<file path="src/rtl/tdm_slot_sequencer.sv">
// rtl/tdm_slot_sequencer.sv - TDM slot tracker driving a 1-to-8 demux, with frame assembly and sync-lock supervision
module tdm_slot_sequencer #(
    parameter int SLOTS         = 8,
    parameter int SYNC_LOSS_MAX = 3
) (
    input  logic       clk,
    input  logic       rst,
    input  logic       en,
    input  logic       in_bit,
    input  logic       in_valid,
    input  logic       fsync,
    output logic [2:0] SEL,
    output logic       dm_en,
    output logic       dm_in,
    output logic [7:0] frame,
    output logic       frame_valid,
    output logic       locked,
    output logic       sync_err
);

    typedef enum logic [1:0] {
        IDLE = 2'd0,
        HUNT = 2'd1,
        LOCK = 2'd2
    } state_t;

    localparam logic [2:0] LAST_SLOT = 3'(SLOTS - 1);
    localparam logic [2:0] LOSS_MAX  = 3'(SYNC_LOSS_MAX);

    state_t     state, state_next;
    logic [2:0] slot, slot_next;
    logic [2:0] miss, miss_next;
    logic [7:0] shift, shift_next;
    logic [2:0] sel_next;
    logic       dm_en_next;
    logic       dm_in_next;
    logic [7:0] frame_next;
    logic       frame_valid_next;
    logic       sync_err_next;
    logic [2:0] miss_inc;

    assign miss_inc = miss + 3'd1;
    assign locked   = (state == LOCK);

    always_comb begin
        state_next       = state;
        slot_next        = slot;
        miss_next        = miss;
        shift_next       = shift;
        sel_next         = SEL;
        dm_en_next       = 1'b0;
        dm_in_next       = dm_in;
        frame_next       = frame;
        frame_valid_next = 1'b0;
        sync_err_next    = 1'b0;

        if (!en) begin
            state_next = IDLE;
            slot_next  = 3'd0;
            miss_next  = 3'd0;
            shift_next = 8'd0;
        end else begin
            case (state)
                IDLE: state_next = HUNT;
                HUNT: begin
                    if (in_valid && fsync) begin
                        state_next = LOCK;
                        sel_next   = 3'd0;
                        dm_en_next = 1'b1;
                        dm_in_next = in_bit;
                        shift_next = {7'd0, in_bit};
                        slot_next  = 3'd1;
                        miss_next  = 3'd0;
                    end
                end
                LOCK: begin
                    if (in_valid) begin
                        if (fsync && slot != 3'd0) begin
                            // Misplaced marker: restart the frame on this beat as slot 0
                            sync_err_next = 1'b1;
                            sel_next      = 3'd0;
                            dm_en_next    = 1'b1;
                            dm_in_next    = in_bit;
                            shift_next    = {7'd0, in_bit};
                            slot_next     = 3'd1;
                            miss_next     = 3'd0;
                        end else if (slot == 3'd0 && !fsync && miss_inc == LOSS_MAX) begin
                            state_next = HUNT;
                            slot_next  = 3'd0;
                            miss_next  = 3'd0;
                            shift_next = 8'd0;
                        end else begin
                            sel_next          = slot;
                            dm_en_next        = 1'b1;
                            dm_in_next        = in_bit;
                            shift_next[slot]  = in_bit;
                            slot_next         = slot + 3'd1;
                            if (slot == 3'd0) begin
                                miss_next = fsync ? 3'd0 : miss_inc;
                            end
                            if (slot == LAST_SLOT) begin
                                frame_next       = {in_bit, shift[6:0]};
                                frame_valid_next = 1'b1;
                                shift_next       = 8'd0;
                            end
                        end
                    end
                end
                default: state_next = IDLE;
            endcase
        end
    end

    always_ff @(posedge clk) begin
        if (rst) begin
            state       <= IDLE;
            slot        <= 3'd0;
            miss        <= 3'd0;
            shift       <= 8'd0;
            SEL         <= 3'd0;
            dm_en       <= 1'b0;
            dm_in       <= 1'b0;
            frame       <= 8'd0;
            frame_valid <= 1'b0;
            sync_err    <= 1'b0;
        end else begin
            state       <= state_next;
            slot        <= slot_next;
            miss        <= miss_next;
            shift       <= shift_next;
            SEL         <= sel_next;
            dm_en       <= dm_en_next;
            dm_in       <= dm_in_next;
            frame       <= frame_next;
            frame_valid <= frame_valid_next;
            sync_err    <= sync_err_next;
        end
    end

endmodule
</file>
<file path="config.mk">
export PLATFORM = sky130hd
export DESIGN_NAME = tdm_slot_sequencer
export DESIGN_NICKNAME = d
export VERILOG_FILES = /design/src/rtl/tdm_slot_sequencer.sv
export SDC_FILE = /design/constraint.sdc
export NUM_CORES = 1
export LEC_CHECK = 0
export CAP_MARGIN = 10
export CORE_MARGIN = 2
export CORE_UTILIZATION = 49
export CTS_CLUSTER_DIAMETER = 80
export DETAILED_ROUTE_END_ITERATION = 12
export PLACE_DENSITY = 0.83
export SLEW_MARGIN = 0
export SYNTH_ARGS = -nofsm -noshare
export SYNTH_HDL_FRONTEND = slang
export SYNTH_SLANG_ARGS = --single-unit
</file>
<file path="constraint.sdc">
create_clock -name clk -period 2 [get_ports clk]
set_input_delay 0.3 -clock clk [delete_from_list [all_inputs] [get_ports clk]]
set_output_delay 0.3 -clock clk [all_outputs]
set_load 0.1 [all_outputs]
</file>
==> impl_results.html, run 1 <==
<table>
<tr><th>Metric</th><th>Value</th></tr>
<tr><th colspan="2">CTS</th></tr>
<tr><td>Longest Clk Path Bufs</td><td>2</td></tr>
<tr><td>Number of buffers inserted during clock tree synthesis</td><td>5</td></tr>
<tr><td>Clock-pin slew of the registers on the worst-case setup and hold paths</td><td>100 ps</td></tr>
<tr><td>Skew-Pair Late Insertion Delay</td><td>330 ps</td></tr>
<tr><td>CTS HTree Levels</td><td>2</td></tr>
<tr><td>Clock sink count</td><td>30</td></tr>
<tr><td>Hold-fix buffers at CTS</td><td>0</td></tr>
<tr><td>Root cell of the clock tree</td><td>sky130_fd_sc_hd__clkbuf_4</td></tr>
<tr><td>Clock tree from TritonCTS</td><td>done</td></tr>
<tr><th colspan="2">Layout</th></tr>
<tr><td>Synth-to-Final Area Change</td><td>28.5%</td></tr>
<tr><td>Final standard cell area without fillers</td><td>roughly 2100 µm²</td></tr>
<tr><td>Final non-filler cell total</td><td>around 270</td></tr>
<tr><td># diodes</td><td>0</td></tr>
<tr><td>Number of inserted filler cells in the final layout</td><td>260</td></tr>
<tr><td>Number of nets in the final layout</td><td>236</td></tr>
<tr><td>Most common library cell in the layout ignoring fill and taps</td><td>sky130_fd_sc_hd__buf_4</td></tr>
<tr><td>Area of all sequential standard cells</td><td>601 µm²</td></tr>
<tr><td>Area occupied by multi-input gates</td><td>988 µm²</td></tr>
<tr><td>Layout cells sized above 1</td><td>24.8%</td></tr>
<tr><td>Top library cells by usage in the layout, fill and taps aside</td><td>sky130_fd_sc_hd__buf_4 (37), sky130_fd_sc_hd__dfxtp_1 (30), sky130_fd_sc_hd__nand2b_1 (22), sky130_fd_sc_hd__mux2i_1 (16)</td></tr>
<tr><th colspan="2">Floorplan</th></tr>
<tr><td>Boundary Pins</td><td>22</td></tr>
<tr><td>Area of the placeable core</td><td>3280 µm²</td></tr>
<tr><td>Site row count</td><td>21</td></tr>
<tr><td>Horizontal die dimension</td><td>62.0 µm</td></tr>
<tr><td>Overall die area</td><td>3850 µm²</td></tr>
<tr><td>Effective utilization at floorplan</td><td>between 50% and 60%</td></tr>
<tr><td>Die Y</td><td>a little over 60 µm</td></tr>
<tr><th colspan="2">Worst setup path</th></tr>
<tr><td>Data required time at the worst endpoint</td><td>2260 ps</td></tr>
<tr><td>Nature of the critical path endpoint</td><td>register</td></tr>
<tr><td>Startpoint types</td><td>register</td></tr>
<tr><td>Arrival time reported for the critical path endpoint</td><td>between 2000 and 2500 ps</td></tr>
<tr><td>Worst-path maximum fanout</td><td>10</td></tr>
<tr><td>Path type of the worst setup path</td><td>register to register</td></tr>
<tr><td>Worst-case register-to-register setup slack</td><td>120 ps</td></tr>
<tr><th colspan="2">Logic synthesis</th></tr>
<tr><td>EDFF count, synth</td><td>0</td></tr>
<tr><td>Netlist area before placement</td><td>1650 µm²</td></tr>
<tr><td>Proportion of register bits with asynchronous set or reset after synthesis</td><td>0%</td></tr>
<tr><td>Gate Count Post-Synth</td><td>178</td></tr>
<tr><td>Post-Syn Nets</td><td>193</td></tr>
<tr><td>Synth warnings</td><td>0</td></tr>
<tr><td>Synthesized flop and latch total</td><td>30</td></tr>
<tr><td>Library cells used by synthesis</td><td>41</td></tr>
<tr><td>Proportion of synthesized chip area in sequential cells</td><td>between 30% and 40%</td></tr>
<tr><td>Post-synthesis area per instance</td><td>roughly 9 µm²</td></tr>
<tr><td>Predominant post-synthesis flop cell</td><td>sky130_fd_sc_hd__dfxtp_1</td></tr>
<tr><th colspan="2">STA</th></tr>
<tr><td>Final Max Slew Viols</td><td>0</td></tr>
<tr><td>Crit share post-route</td><td>between 90 and 100%</td></tr>
<tr><td>Setup repair after global routing missed its margin</td><td>no</td></tr>
<tr><td>Crit path time final</td><td>1880 ps</td></tr>
<tr><td>Transition at the pin with the smallest max-transition slack</td><td>~470 ps</td></tr>
<tr><td>Remaining max-slew budget at the tightest pin</td><td>68.3%</td></tr>
<tr><td>Final worst slack</td><td>approximately 120 ps</td></tr>
<tr><td>Highest clock frequency the design can meet</td><td>531 MHz</td></tr>
<tr><td>Worst clock skew</td><td>16.7 ps</td></tr>
<tr><td>Final setup vio count</td><td>0</td></tr>
<tr><td>Number of hold violations in the final report</td><td>0</td></tr>
<tr><th colspan="2">Status</th></tr>
<tr><td>Status</td><td>finished, final reports clean</td></tr>
<tr><th colspan="2">Placed design</th></tr>
<tr><td>Placement Cell Area</td><td>2040 µm²</td></tr>
<tr><td>Detail Placement HPWL</td><td>2.69 mm</td></tr>
<tr><td>Post-placement worst setup slack</td><td>-57.8 ps</td></tr>
<tr><td>Total of buffers placed on input and output ports</td><td>21</td></tr>
<tr><td>Placed cell count</td><td>260</td></tr>
<tr><td>Global placer's final weighted congestion</td><td>0.904</td></tr>
<tr><th colspan="2">Power</th></tr>
<tr><td>Leakage power of the design</td><td>between 0.8 and 0.9 nW</td></tr>
<tr><td>VDD IR max</td><td>about 370 µV</td></tr>
<tr><td>Power density over cell area</td><td>approximately 520 nW/µm²</td></tr>
<tr><th colspan="2">Global route</th></tr>
<tr><td>Antenna violations before repair</td><td>0</td></tr>
<tr><td>Largest net degree at the start of global routing</td><td>20</td></tr>
<tr><td>Total global routing track utilization</td><td>20.6%</td></tr>
<tr><td>Global-route wire length before repair</td><td>5.75 mm</td></tr>
<tr><td>Remaining global-route overflow</td><td>0</td></tr>
<tr><td>Via count of the first global-routing pass</td><td>1311</td></tr>
<tr><th colspan="2">Detailed routing</th></tr>
<tr><td>Vias/cell</td><td>approximately 5.5</td></tr>
<tr><td>Routed length per placed instance</td><td>approximately 13 µm</td></tr>
<tr><td>Vias post-DR</td><td>1482</td></tr>
<tr><td>Final ANT Viol Nets</td><td>0</td></tr>
<tr><td>1st-iter DRT viols</td><td>99</td></tr>
<tr><td>WL final</td><td>3.58 mm</td></tr>
<tr><td>Number of optimization iterations in the first detailed-route pass</td><td>5</td></tr>
<tr><td>Number of remaining DRC errors</td><td>0</td></tr>
<tr><th colspan="2">Job</th></tr>
<tr><td>Max Cap Violations</td><td>0</td></tr>
<tr><th colspan="2">Min path</th></tr>
<tr><td>Class of the tightest hold or removal check</td><td>register to register</td></tr>
</table>
cell type report:
class / instances / area share [%]
Clock buffer: 6 / 2.42
Timing Repair Buffer: 44 / 17.4
Inverter: 11 / 1.95
Multi-Input combinational cell: 129 / 46.6
Tap cell: 46 / 2.72
Sequential cell: 30 / 28.3
Clock inverter: 2 / 0.590
report_power, final:
group | switching (mW) | internal (mW)
clock network | 0.218 | 0.169
logic | 0.0637 | 0.0528
registers | 0.00260 | 0.600
total | 0.285 | 0.822
synthesized netlist by cell type (2+ instances only):
master | number | area [µm²]
sky130_fd_sc_hd__a31oi_1 | 2 | 12.5
sky130_fd_sc_hd__nor2_1 | 6 | 22.5
sky130_fd_sc_hd__nand3_1 | 3 | 15.0
sky130_fd_sc_hd__nand2b_1 | 22 | 138
sky130_fd_sc_hd__o41ai_1 | 2 | 17.5
sky130_fd_sc_hd__nand4b_1 | 2 | 17.5
sky130_fd_sc_hd__nor3_1 | 2 | 10.0
sky130_fd_sc_hd__and4_1 | 2 | 17.5
sky130_fd_sc_hd__mux2i_1 | 16 | 160
sky130_fd_sc_hd__o21a_1 | 3 | 22.5
sky130_fd_sc_hd__nand2_1 | 5 | 18.8
sky130_fd_sc_hd__a21oi_1 | 9 | 45.0
sky130_fd_sc_hd__nand4_1 | 3 | 18.8
sky130_fd_sc_hd__a211oi_1 | 2 | 15.0
sky130_fd_sc_hd__or4_1 | 4 | 30.0
sky130_fd_sc_hd__nor2b_1 | 6 | 37.5
sky130_fd_sc_hd__ha_1 | 9 | 113
sky130_fd_sc_hd__a311o_1 | 2 | 20.0
sky130_fd_sc_hd__inv_1 | 11 | 41.3
sky130_fd_sc_hd__clkbuf_1 | 3 | 11.3
sky130_fd_sc_hd__buf_2 | 4 | 20.0
sky130_fd_sc_hd__o21ai_0 | 11 | 55.1
sky130_fd_sc_hd__mux2_2 | 2 | 22.5
sky130_fd_sc_hd__dfxtp_1 | 30 | 601
per-stage QoR:
step / util (%) / hold WS, ps / power (mW) / TNS, ps
2_1_floorplan: - / 432 / 0.680 / 0
3_3_place_gp: 62.2 / 458 / 0.729 / -0.432
3_5_place_dp: 62.2 / 461 / 0.730 / -291
4_1_cts: 64.2 / 483 / 1.11 / 0
5_1_grt: 64.5 / 498 / 1.16 / 0
6_report: 64.5 / 475 / 1.11 / 0
worst max-delay path, cell delays in order, from the launching register on:
cell and delay [ps]:
sky130_fd_sc_hd__dfxtp_1 350, sky130_fd_sc_hd__inv_1 150, sky130_fd_sc_hd__ha_4 250, sky130_fd_sc_hd__inv_1 160, sky130_fd_sc_hd__a221oi_4 260, sky130_fd_sc_hd__and4_1 290, sky130_fd_sc_hd__buf_12 150, sky130_fd_sc_hd__mux2i_1 200
cells by family (layout without fill, tap and decap cells):
logic type                 after synthesis  in the layout  synth area share, %
and+or+nand+nor                         60             60                 22.5
AOI/OAI and AO/OA                       41             41                 17.1
DFF                                     30             30                 36.4
buffers and inverters                   19             63                 5.08
muxes                                   18             18                 11.1
adders and majority gates                9              9                 6.83
xor gates and xnor gates                 1              1                0.987
final timing paths:
check	start	end	cells past startpoint
max	state[0]$_SDFFE_PP0P_	frame[2]$_SDFFE_PP0P_	7
min	frame[3]$_SDFFE_PP0P_	frame[3]$_SDFFE_PP0P_	2
max reg2reg	state[0]$_SDFFE_PP0P_	frame[2]$_SDFFE_PP0P_	7
min reg2reg	frame[3]$_SDFFE_PP0P_	frame[3]$_SDFFE_PP0P_	2
state kept, by name (all words and copies together) (netlist names):
name and cells:
frame_valid 1, SEL 3, dm_en 1, frame 8
dm_in 1, shift 7, sync_err 1, miss 3
slot 3, state 2
routing by layer:
| metal | GRT usage (%) | vias up | share of wire, % |
|---|---|---|---|
| met4 | 6.99 | 0 | 1.9 |
| met3 | 6.63 | 10 | 7.2 |
| met1 | 26.1 | 684 | 47 |
| li1 | - | 735 | - |
| met2 | 32.9 | 53 | 43 |
| met5 | 0 | - | 0 |
repair_timing:
| item | 4_1_cts | 5_1_grt |
|---|---|---|
| buffers inserted | 0 | 0 |
| setup endpoints to repair | 0 | 5 |
| gates resized for setup | 0 | 1 |
(Power assumes the default switching activity.)
==> run 2: changes to the inputs <==
--- a/config.mk
+++ b/config.mk
@@ -5,12 +5,13 @@
 export SDC_FILE = /design/constraint.sdc
 export NUM_CORES = 1
 export LEC_CHECK = 0
+export ABC_AREA = 0
 export CAP_MARGIN = 10
 export CORE_MARGIN = 2
-export CORE_UTILIZATION = 49
+export CORE_UTILIZATION = 30
 export CTS_CLUSTER_DIAMETER = 80
 export DETAILED_ROUTE_END_ITERATION = 12
-export PLACE_DENSITY = 0.83
+export PLACE_DENSITY = 0.58
 export SLEW_MARGIN = 0
 export SYNTH_ARGS = -nofsm -noshare
 export SYNTH_HDL_FRONTEND = slang
==> impl_results.html, run 2 (synthesis gave the netlist of run 1 again) <==
<table>
<tr><th>Metric</th><th>Value</th></tr>
<tr><th colspan="2">STA</th></tr>
<tr><td>Transition at the pin with the smallest max-transition slack</td><td>328 ps</td></tr>
<tr><td>Crit share post-route</td><td>93.5%</td></tr>
<tr><td>Final Max Slew Viols</td><td>0</td></tr>
<tr><td>Crit path time final</td><td>approximately 1900 ps</td></tr>
<tr><td>Remaining max-slew budget at the tightest pin</td><td>78.1%</td></tr>
<tr><td>Final setup vio count</td><td>0</td></tr>
<tr><td>Number of hold violations in the final report</td><td>0</td></tr>
<tr><td>Worst clock skew</td><td>slightly above 8 ps</td></tr>
<tr><td>Worst hold slack</td><td>between 400 and 500 ps</td></tr>
<tr><td>Final worst slack</td><td>129 ps</td></tr>
<tr><td>Highest clock frequency the design can meet</td><td>between 500 and 600 MHz</td></tr>
<tr><th colspan="2">Power</th></tr>
<tr><td>Leakage power of the design</td><td>between 0.8 and 0.9 nW</td></tr>
<tr><td>Sw Pwr</td><td>about 300 µW</td></tr>
<tr><td>Clk network pwr share</td><td>41.3%</td></tr>
<tr><td>Overall power consumption</td><td>about 1.2 mW</td></tr>
<tr><td>Comb pwr share</td><td>9.6%</td></tr>
<tr><td>Power density over cell area</td><td>560 nW/µm²</td></tr>
<tr><td>Part of the power in registers</td><td>49.0%</td></tr>
<tr><td>Sw frac</td><td>approximately a quarter</td></tr>
<tr><td>VDD IR max</td><td>roughly 180 µV</td></tr>
<tr><td>Int Power</td><td>approximately 930 µW</td></tr>
<tr><th colspan="2">Detailed routing</th></tr>
<tr><td>Number of remaining DRC errors</td><td>0</td></tr>
<tr><td>Final ANT Viol Nets</td><td>0</td></tr>
<tr><td>WL final</td><td>3.89 mm</td></tr>
<tr><td>Number of optimization iterations in the first detailed-route pass</td><td>4</td></tr>
<tr><td>1st-iter DRT viols</td><td>57</td></tr>
<tr><td>Vias/cell</td><td>4.94</td></tr>
<tr><td>Routed length per placed instance</td><td>around 13 µm</td></tr>
<tr><td>Vias post-DR</td><td>1447</td></tr>
<tr><th colspan="2">Worst setup path</th></tr>
<tr><td>Max stage delay on crit path</td><td>350 ps</td></tr>
<tr><td>RR Startpoint</td><td>miss[0]$_SDFFE_PP0P_</td></tr>
<tr><td>Worst-case register-to-register setup slack</td><td>130 ps</td></tr>
<tr><td>Family of cells with the greatest summed delay on the critical path</td><td>multiplexers</td></tr>
<tr><td>Worst r2r dst</td><td>SEL[2]$_SDFFE_PP0P_</td></tr>
<tr><td>Path type of the worst setup path</td><td>register to register</td></tr>
<tr><td>Data required time at the worst endpoint</td><td>approximately 2200 ps</td></tr>
<tr><td>Nature of the critical path endpoint</td><td>register</td></tr>
<tr><td>Cell depth of the worst flop-to-flop path</td><td>5</td></tr>
<tr><td>Worst-path maximum fanout</td><td>7</td></tr>
<tr><td>Number of buffers and inverters on the critical path</td><td>0</td></tr>
<tr><td>Path length in cells of the critical path</td><td>5</td></tr>
<tr><td>Arrival time reported for the critical path endpoint</td><td>2040 ps</td></tr>
<tr><td>Crit-path cells</td><td>ha_1 -&gt; xnor2_4 -&gt; a41oi_2 -&gt; nand3_1 -&gt; mux2_2</td></tr>
<tr><td>Slowest stage cell on the critical path</td><td>sky130_fd_sc_hd__mux2_2</td></tr>
<tr><td>Startpoint types</td><td>register</td></tr>
<tr><th colspan="2">Min path</th></tr>
<tr><td>Class of the tightest hold or removal check</td><td>register to register</td></tr>
<tr><td>Endpoint with the worst hold slack</td><td>frame[5]$_SDFFE_PP0P_</td></tr>
<tr><td>Min-Delay Startpoint</td><td>shift[5]$_SDFFE_PP0P_</td></tr>
<tr><td>Worst Hold Depth</td><td>2</td></tr>
<tr><th colspan="2">CTS</th></tr>
<tr><td>Clock-pin slew of the registers on the worst-case setup and hold paths</td><td>70 ps</td></tr>
<tr><td>Skew-Pair Late Insertion Delay</td><td>between 200 and 300 ps</td></tr>
<tr><td>Clock sink count</td><td>30</td></tr>
<tr><td>Clock tree from TritonCTS</td><td>done</td></tr>
<tr><td>Number of buffers inserted during clock tree synthesis</td><td>5</td></tr>
<tr><td>CTS HTree Levels</td><td>2</td></tr>
<tr><td>Buffers inserted by post-CTS timing repair</td><td>0</td></tr>
<tr><td>Longest Clk Path Bufs</td><td>2</td></tr>
<tr><td>Root cell of the clock tree</td><td>sky130_fd_sc_hd__clkbuf_8</td></tr>
<tr><th colspan="2">Layout</th></tr>
<tr><td>Layout cells sized above 1</td><td>roughly 25%</td></tr>
<tr><td>Number of inserted filler cells in the final layout</td><td>548</td></tr>
<tr><td>Largest registers</td><td>frame x8, shift x7</td></tr>
<tr><td>Area occupied by multi-input gates</td><td>1000 µm²</td></tr>
<tr><td>Most common library cell in the layout ignoring fill and taps</td><td>sky130_fd_sc_hd__buf_4</td></tr>
<tr><td># diodes</td><td>0</td></tr>
<tr><td>Synth-to-Final Area Change</td><td>33.2%</td></tr>
<tr><td>Number of nets in the final layout</td><td>237</td></tr>
<tr><td>Top library cells by usage in the layout, fill and taps aside</td><td>sky130_fd_sc_hd__buf_4 (38), sky130_fd_sc_hd__dfxtp_1 (30), sky130_fd_sc_hd__nand2b_1 (22), sky130_fd_sc_hd__mux2i_1 (16)</td></tr>
<tr><td>Number of flip-flops in the largest register</td><td>8</td></tr>
<tr><td>Top register by number of flip-flops</td><td>frame</td></tr>
<tr><td>Area of all sequential standard cells</td><td>601 µm²</td></tr>
<tr><td>Post-route core utilization</td><td>around 42%</td></tr>
<tr><th colspan="2">Floorplan</th></tr>
<tr><td>Area of the placeable core</td><td>5200 µm²</td></tr>
<tr><td>Horizontal die dimension</td><td>78.1 µm</td></tr>
<tr><td>Site row count</td><td>26</td></tr>
<tr><td>Overall die area</td><td>6110 µm²</td></tr>
<tr><td>Boundary Pins</td><td>22</td></tr>
<tr><td>Die Y</td><td>about 78 µm</td></tr>
<tr><td>Effective utilization at floorplan</td><td>31.7%</td></tr>
<tr><th colspan="2">Global route</th></tr>
<tr><td>Total global routing track utilization</td><td>13.5%</td></tr>
<tr><td>Via count of the first global-routing pass</td><td>between 1000 and 1500</td></tr>
<tr><td>Remaining global-route overflow</td><td>0</td></tr>
<tr><td>Largest net degree at the start of global routing</td><td>25</td></tr>
<tr><td>Global-route wire length before repair</td><td>approximately 6.6 mm</td></tr>
<tr><td>Antenna violations before repair</td><td>0</td></tr>
<tr><th colspan="2">Placed design</th></tr>
<tr><td>Total of buffers placed on input and output ports</td><td>21</td></tr>
<tr><td>Global placer's final weighted congestion</td><td>0.776</td></tr>
<tr><td>Detail Placement HPWL</td><td>2.76 mm</td></tr>
<tr><td>Post-placement worst setup slack</td><td>-31.7 ps</td></tr>
<tr><th colspan="2">Status</th></tr>
<tr><td>Status</td><td>finished, final reports clean</td></tr>
<tr><th colspan="2">Job</th></tr>
<tr><td>Max Cap Violations</td><td>0</td></tr>
</table>
-- run 2: cell types whose count changed in the layout (fill, tap and decap cells not counted) --
cell / before / now
sky130_fd_sc_hd__xnor2_2: 1 / 0
sky130_fd_sc_hd__clkbuf_8: 1 / 6
sky130_fd_sc_hd__clkbuf_1: 0 / 1
sky130_fd_sc_hd__clkinvlp_4: 1 / 0
sky130_fd_sc_hd__clkbuf_4: 5 / 0
sky130_fd_sc_hd__xnor2_4: 0 / 1
sky130_fd_sc_hd__buf_4: 37 / 38
-- run 2: stage by stage --
stage	cell area, µm²	std cells	TNS, ps
5_1_grt	2200	293	-7.29
3_5_place_dp	2080	285	-298
6_report	2200	293	0
4_1_cts	2170	293	0
2_1_floorplan	1660	178	0
3_3_place_gp	2080	285	-6.17
-- run 2: what timing repair did --
action | 4_1_cts | 5_1_grt
setup endpoints to repair | 0 | 4
hold buffers | 0 | 0
gates resized for setup | 0 | 2
-- run 2: power by group through the flow --
stage,clock network (mW),registers [mW],logic [mW]
final,0.508,0.603,0.119
after global routing,0.560,0.603,0.128
after CTS,0.524,0.603,0.117
after detailed placement,0,0.616,0.116
after global placement,0,0.616,0.116
after floorplan,0,0.622,0.0577
-- run 2: how the worst max path moves through the flow --
stage / endpoint / slack [ps] / startpoint
3_3_place_gp: shift[6]$_SDFFE_PP0P_ / -6 / fsync
5_1_grt: frame[0]$_SDFFE_PP0P_ / -7 / miss[1]$_SDFFE_PP0P_
2_1_floorplan: frame[0]$_SDFFE_PP0P_ / 40 / state[0]$_SDFFE_PP0P_
6_report: SEL[2]$_SDFFE_PP0P_ / 130 / miss[0]$_SDFFE_PP0P_
3_5_place_dp: frame[3]$_SDFFE_PP0P_ / -30 / fsync
4_1_cts: shift[6]$_SDFFE_PP0P_ / 130 / slot[0]$_SDFFE_PP0P_
-- run 2: final cells by class --
type / instances / share of cell area (%)
multi-input cells: 129 / 45.5
flip-flops and latches: 30 / 27.4
repair buffers: 45 / 17.1
well taps: 70 / 3.99
clock buffers: 7 / 3.93
inverters: 11 / 1.88
clock inverters: 1 / 0.228
-- run 2: worst min-delay path: stages (launching register included) --
cell	delay, ps
sky130_fd_sc_hd__dfxtp_1	310
sky130_fd_sc_hd__nand2b_1	60
sky130_fd_sc_hd__mux2i_1	60
-- run 2: metal layers --
layer	share of wire (%)	track usage (%)	wire length [µm]	vias up
met4	1.6	5.61	61	0
met3	4.0	3.45	157	9
li1	-	-	-	738
met5	0	0	0	-
met2	44	19.6	1730	33
met1	50	18.8	1940	667
==> run 3: changes to the inputs <==
--- a/config.mk
+++ b/config.mk
@@ -11,7 +11,6 @@
 export CORE_UTILIZATION = 30
 export CTS_CLUSTER_DIAMETER = 80
 export DETAILED_ROUTE_END_ITERATION = 12
-export PLACE_DENSITY = 0.58
 export SLEW_MARGIN = 0
 export SYNTH_ARGS = -nofsm -noshare
 export SYNTH_HDL_FRONTEND = slang
==> impl_results.html, run 3 (synthesis gave the netlist of run 1 again) <==
<table>
<tr><th>Metric</th><th>Value</th></tr>
<tr><th colspan="2">Status</th></tr>
<tr><td>Status</td><td>finished, final reports clean</td></tr>
<tr><th colspan="2">STA</th></tr>
<tr><td>Transition at the pin with the smallest max-transition slack</td><td>between 400 and 500 ps</td></tr>
<tr><td>Setup repair after global routing missed its margin</td><td>no</td></tr>
<tr><td>Worst hold slack</td><td>469 ps</td></tr>
<tr><td>Crit path time final</td><td>1880 ps</td></tr>
<tr><td>Final setup vio count</td><td>0</td></tr>
<tr><td>Final Max Slew Viols</td><td>0</td></tr>
<tr><td>Crit share post-route</td><td>93.8%</td></tr>
<tr><td>Highest clock frequency the design can meet</td><td>533 MHz</td></tr>
<tr><td>Number of hold violations in the final report</td><td>0</td></tr>
<tr><td>Remaining max-slew budget at the tightest pin</td><td>between 70% and 80%</td></tr>
<tr><td>Worst clock skew</td><td>around 2.9 ps</td></tr>
<tr><th colspan="2">Layout</th></tr>
<tr><td># diodes</td><td>0</td></tr>
<tr><td>Most common library cell in the layout ignoring fill and taps</td><td>sky130_fd_sc_hd__buf_4</td></tr>
<tr><td>Top register by number of flip-flops</td><td>frame</td></tr>
<tr><td>Post-route core utilization</td><td>about two fifths</td></tr>
<tr><td>Synth-to-Final Area Change</td><td>32.0%</td></tr>
<tr><td>Largest registers</td><td>frame x8, shift x7</td></tr>
<tr><td>Top library cells by usage in the layout, fill and taps aside</td><td>sky130_fd_sc_hd__buf_4 (38), sky130_fd_sc_hd__dfxtp_1 (30), sky130_fd_sc_hd__nand2b_1 (22), sky130_fd_sc_hd__mux2i_1 (16)</td></tr>
<tr><td>Layout cells sized above 1</td><td>25.1%</td></tr>
<tr><td>Number of flip-flops in the largest register</td><td>8</td></tr>
<tr><td>Number of nets in the final layout</td><td>237</td></tr>
<tr><th colspan="2">Global route</th></tr>
<tr><td>Via count of the first global-routing pass</td><td>1345</td></tr>
<tr><td>Remaining global-route overflow</td><td>0</td></tr>
<tr><td>Largest net degree at the start of global routing</td><td>25</td></tr>
<tr><td>Antenna violations before repair</td><td>0</td></tr>
<tr><td>Global-route wire length before repair</td><td>6.36 mm</td></tr>
<tr><td>Total global routing track utilization</td><td>13.1%</td></tr>
<tr><th colspan="2">CTS</th></tr>
<tr><td>CTS HTree Levels</td><td>2</td></tr>
<tr><td>Skew-Pair Late Insertion Delay</td><td>280 ps</td></tr>
<tr><td>Root cell of the clock tree</td><td>sky130_fd_sc_hd__clkbuf_8</td></tr>
<tr><td>Number of instances resized during post-cts repair</td><td>0</td></tr>
<tr><td>Number of buffers inserted during clock tree synthesis</td><td>5</td></tr>
<tr><td>Clock sink count</td><td>30</td></tr>
<tr><td>Hold-fix buffers at CTS</td><td>0</td></tr>
<tr><td>Longest Clk Path Bufs</td><td>2</td></tr>
<tr><td>Clock tree from TritonCTS</td><td>done</td></tr>
<tr><td>Buffers inserted by post-CTS timing repair</td><td>0</td></tr>
<tr><td>Clock-pin slew of the registers on the worst-case setup and hold paths</td><td>60 ps</td></tr>
<tr><th colspan="2">Worst setup path</th></tr>
<tr><td>Nature of the critical path endpoint</td><td>register</td></tr>
<tr><td>Arrival time reported for the critical path endpoint</td><td>2030 ps</td></tr>
<tr><td>Data required time at the worst endpoint</td><td>2160 ps</td></tr>
<tr><td>Crit-path cells</td><td>inv_1 -&gt; ha_1 -&gt; mux2i_1 -&gt; nand2b_1 -&gt; or4_1 -&gt; mux2i_1</td></tr>
<tr><td>Startpoint types</td><td>register</td></tr>
<tr><td>Family of cells with the greatest summed delay on the critical path</td><td>simple AND/OR/NAND/NOR gates</td></tr>
<tr><td>Max stage delay on crit path</td><td>around 440 ps</td></tr>
<tr><td>Path type of the worst setup path</td><td>register to register</td></tr>
<tr><td>CP dominant cell by count</td><td>sky130_fd_sc_hd__mux2i_1</td></tr>
<tr><td>Worst-path maximum fanout</td><td>6</td></tr>
<tr><td>Slowest stage cell on the critical path</td><td>sky130_fd_sc_hd__or4_1</td></tr>
<tr><td>Number of buffers and inverters on the critical path</td><td>1</td></tr>
<tr><th colspan="2">Floorplan</th></tr>
<tr><td>Effective utilization at floorplan</td><td>a little under a third</td></tr>
<tr><td>Area of the placeable core</td><td>5200 µm²</td></tr>
<tr><td>Die Y</td><td>78.1 µm</td></tr>
<tr><td>Boundary Pins</td><td>22</td></tr>
<tr><td>Horizontal die dimension</td><td>between 70 and 80 µm</td></tr>
<tr><td>Site row count</td><td>26</td></tr>
<tr><td>Overall die area</td><td>6110 µm²</td></tr>
<tr><th colspan="2">Power</th></tr>
<tr><td>VDD IR max</td><td>224 µV</td></tr>
<tr><td>Sw Pwr</td><td>roughly 300 µW</td></tr>
<tr><td>Comb pwr share</td><td>9.6%</td></tr>
<tr><td>Leakage power of the design</td><td>0.859 nW</td></tr>
<tr><td>Power density over cell area</td><td>565 nW/µm²</td></tr>
<tr><td>Part of the power in registers</td><td>49.1%</td></tr>
<tr><td>Clk network pwr share</td><td>41.4%</td></tr>
<tr><td>Sw frac</td><td>roughly 24%</td></tr>
<tr><td>Int Power</td><td>930 µW</td></tr>
<tr><th colspan="2">Detailed routing</th></tr>
<tr><td>Vias/cell</td><td>4.87</td></tr>
<tr><td>Number of optimization iterations in the first detailed-route pass</td><td>4</td></tr>
<tr><td>Vias post-DR</td><td>1426</td></tr>
<tr><td>Number of remaining DRC errors</td><td>0</td></tr>
<tr><td>Routed length per placed instance</td><td>12.8 µm</td></tr>
<tr><td>1st-iter DRT viols</td><td>67</td></tr>
<tr><td>WL final</td><td>3.74 mm</td></tr>
<tr><td>Final ANT Viol Nets</td><td>0</td></tr>
<tr><th colspan="2">Job</th></tr>
<tr><td>Max Cap Violations</td><td>0</td></tr>
<tr><th colspan="2">Placed design</th></tr>
<tr><td>Detail Placement HPWL</td><td>2.77 mm</td></tr>
<tr><td>Global placer's final weighted congestion</td><td>0.831</td></tr>
<tr><td>Total of buffers placed on input and output ports</td><td>21</td></tr>
<tr><th colspan="2">Min path</th></tr>
<tr><td>Class of the tightest hold or removal check</td><td>register to register</td></tr>
</table>
-- run 3: path summary, 6_finish.rpt --
path,depth (start not counted),slack (ps),to,start
setup reg to reg,6,120,shift[2]$_SDFFE_PP0P_,state[1]$_SDFFE_PP0P_
setup / recovery,6,120,shift[2]$_SDFFE_PP0P_,state[1]$_SDFFE_PP0P_
hold / removal,2,470,frame[6]$_SDFFE_PP0P_,shift[6]$_SDFFE_PP0P_
hold reg to reg,2,470,frame[6]$_SDFFE_PP0P_,shift[6]$_SDFFE_PP0P_
-- run 3: layout make-up --
type / instances / area [µm²]
Fill cell: 525 / 3030
Multi-Input combinational cell: 129 / 977
Sequential cell: 30 / 601
Timing Repair Buffer: 45 / 375
Tap cell: 70 / 87.6
Clock buffer: 6 / 82.6
Inverter: 11 / 41.3
Clock inverter: 2 / 12.5
-- run 3: per-stage QoR --
stage	TNS (ps)	power (mW)	setup slack [ps]	instance area, µm²	std cells
floorplan	0	0.680	40.7	1660	178
detailed placement	-319	0.733	-57.2	2080	285
finish	0	1.23	124	2180	293
CTS	0	1.25	127	2180	293
global route	0	1.29	19.3	2180	293
global placement	-7.95	0.732	-7.36	2080	285
-- run 3: per-layer routing --
metal  wire (µm)  share of wire, %  GRT usage (%)  vias to the layer above
met2        1640                44           19.7                       26
li1            -                 -              -                      734
met1        1960                52           18.2                      664
met4          37              0.99           5.26                        0
met3         106               2.8           2.76                        2
met5           0                 0              0                        -
-- run 3: worst register-to-register path, stage by stage (launching register included) --
cell,delay (ps)
sky130_fd_sc_hd__dfxtp_1,430
sky130_fd_sc_hd__inv_1,90
sky130_fd_sc_hd__ha_1,280
sky130_fd_sc_hd__mux2i_1,180
sky130_fd_sc_hd__nand2b_1,210
sky130_fd_sc_hd__or4_1,440
sky130_fd_sc_hd__mux2i_1,130
-- run 3: power groups by stage --
stage / sequential [mW] / clock [mW] / combinational, mW
global placement: 0.616 / 0 / 0.116
CTS: 0.603 / 0.528 / 0.117
global route: 0.603 / 0.563 / 0.128
detailed placement: 0.616 / 0 / 0.116
floorplan: 0.622 / 0 / 0.0577
finish: 0.603 / 0.509 / 0.117
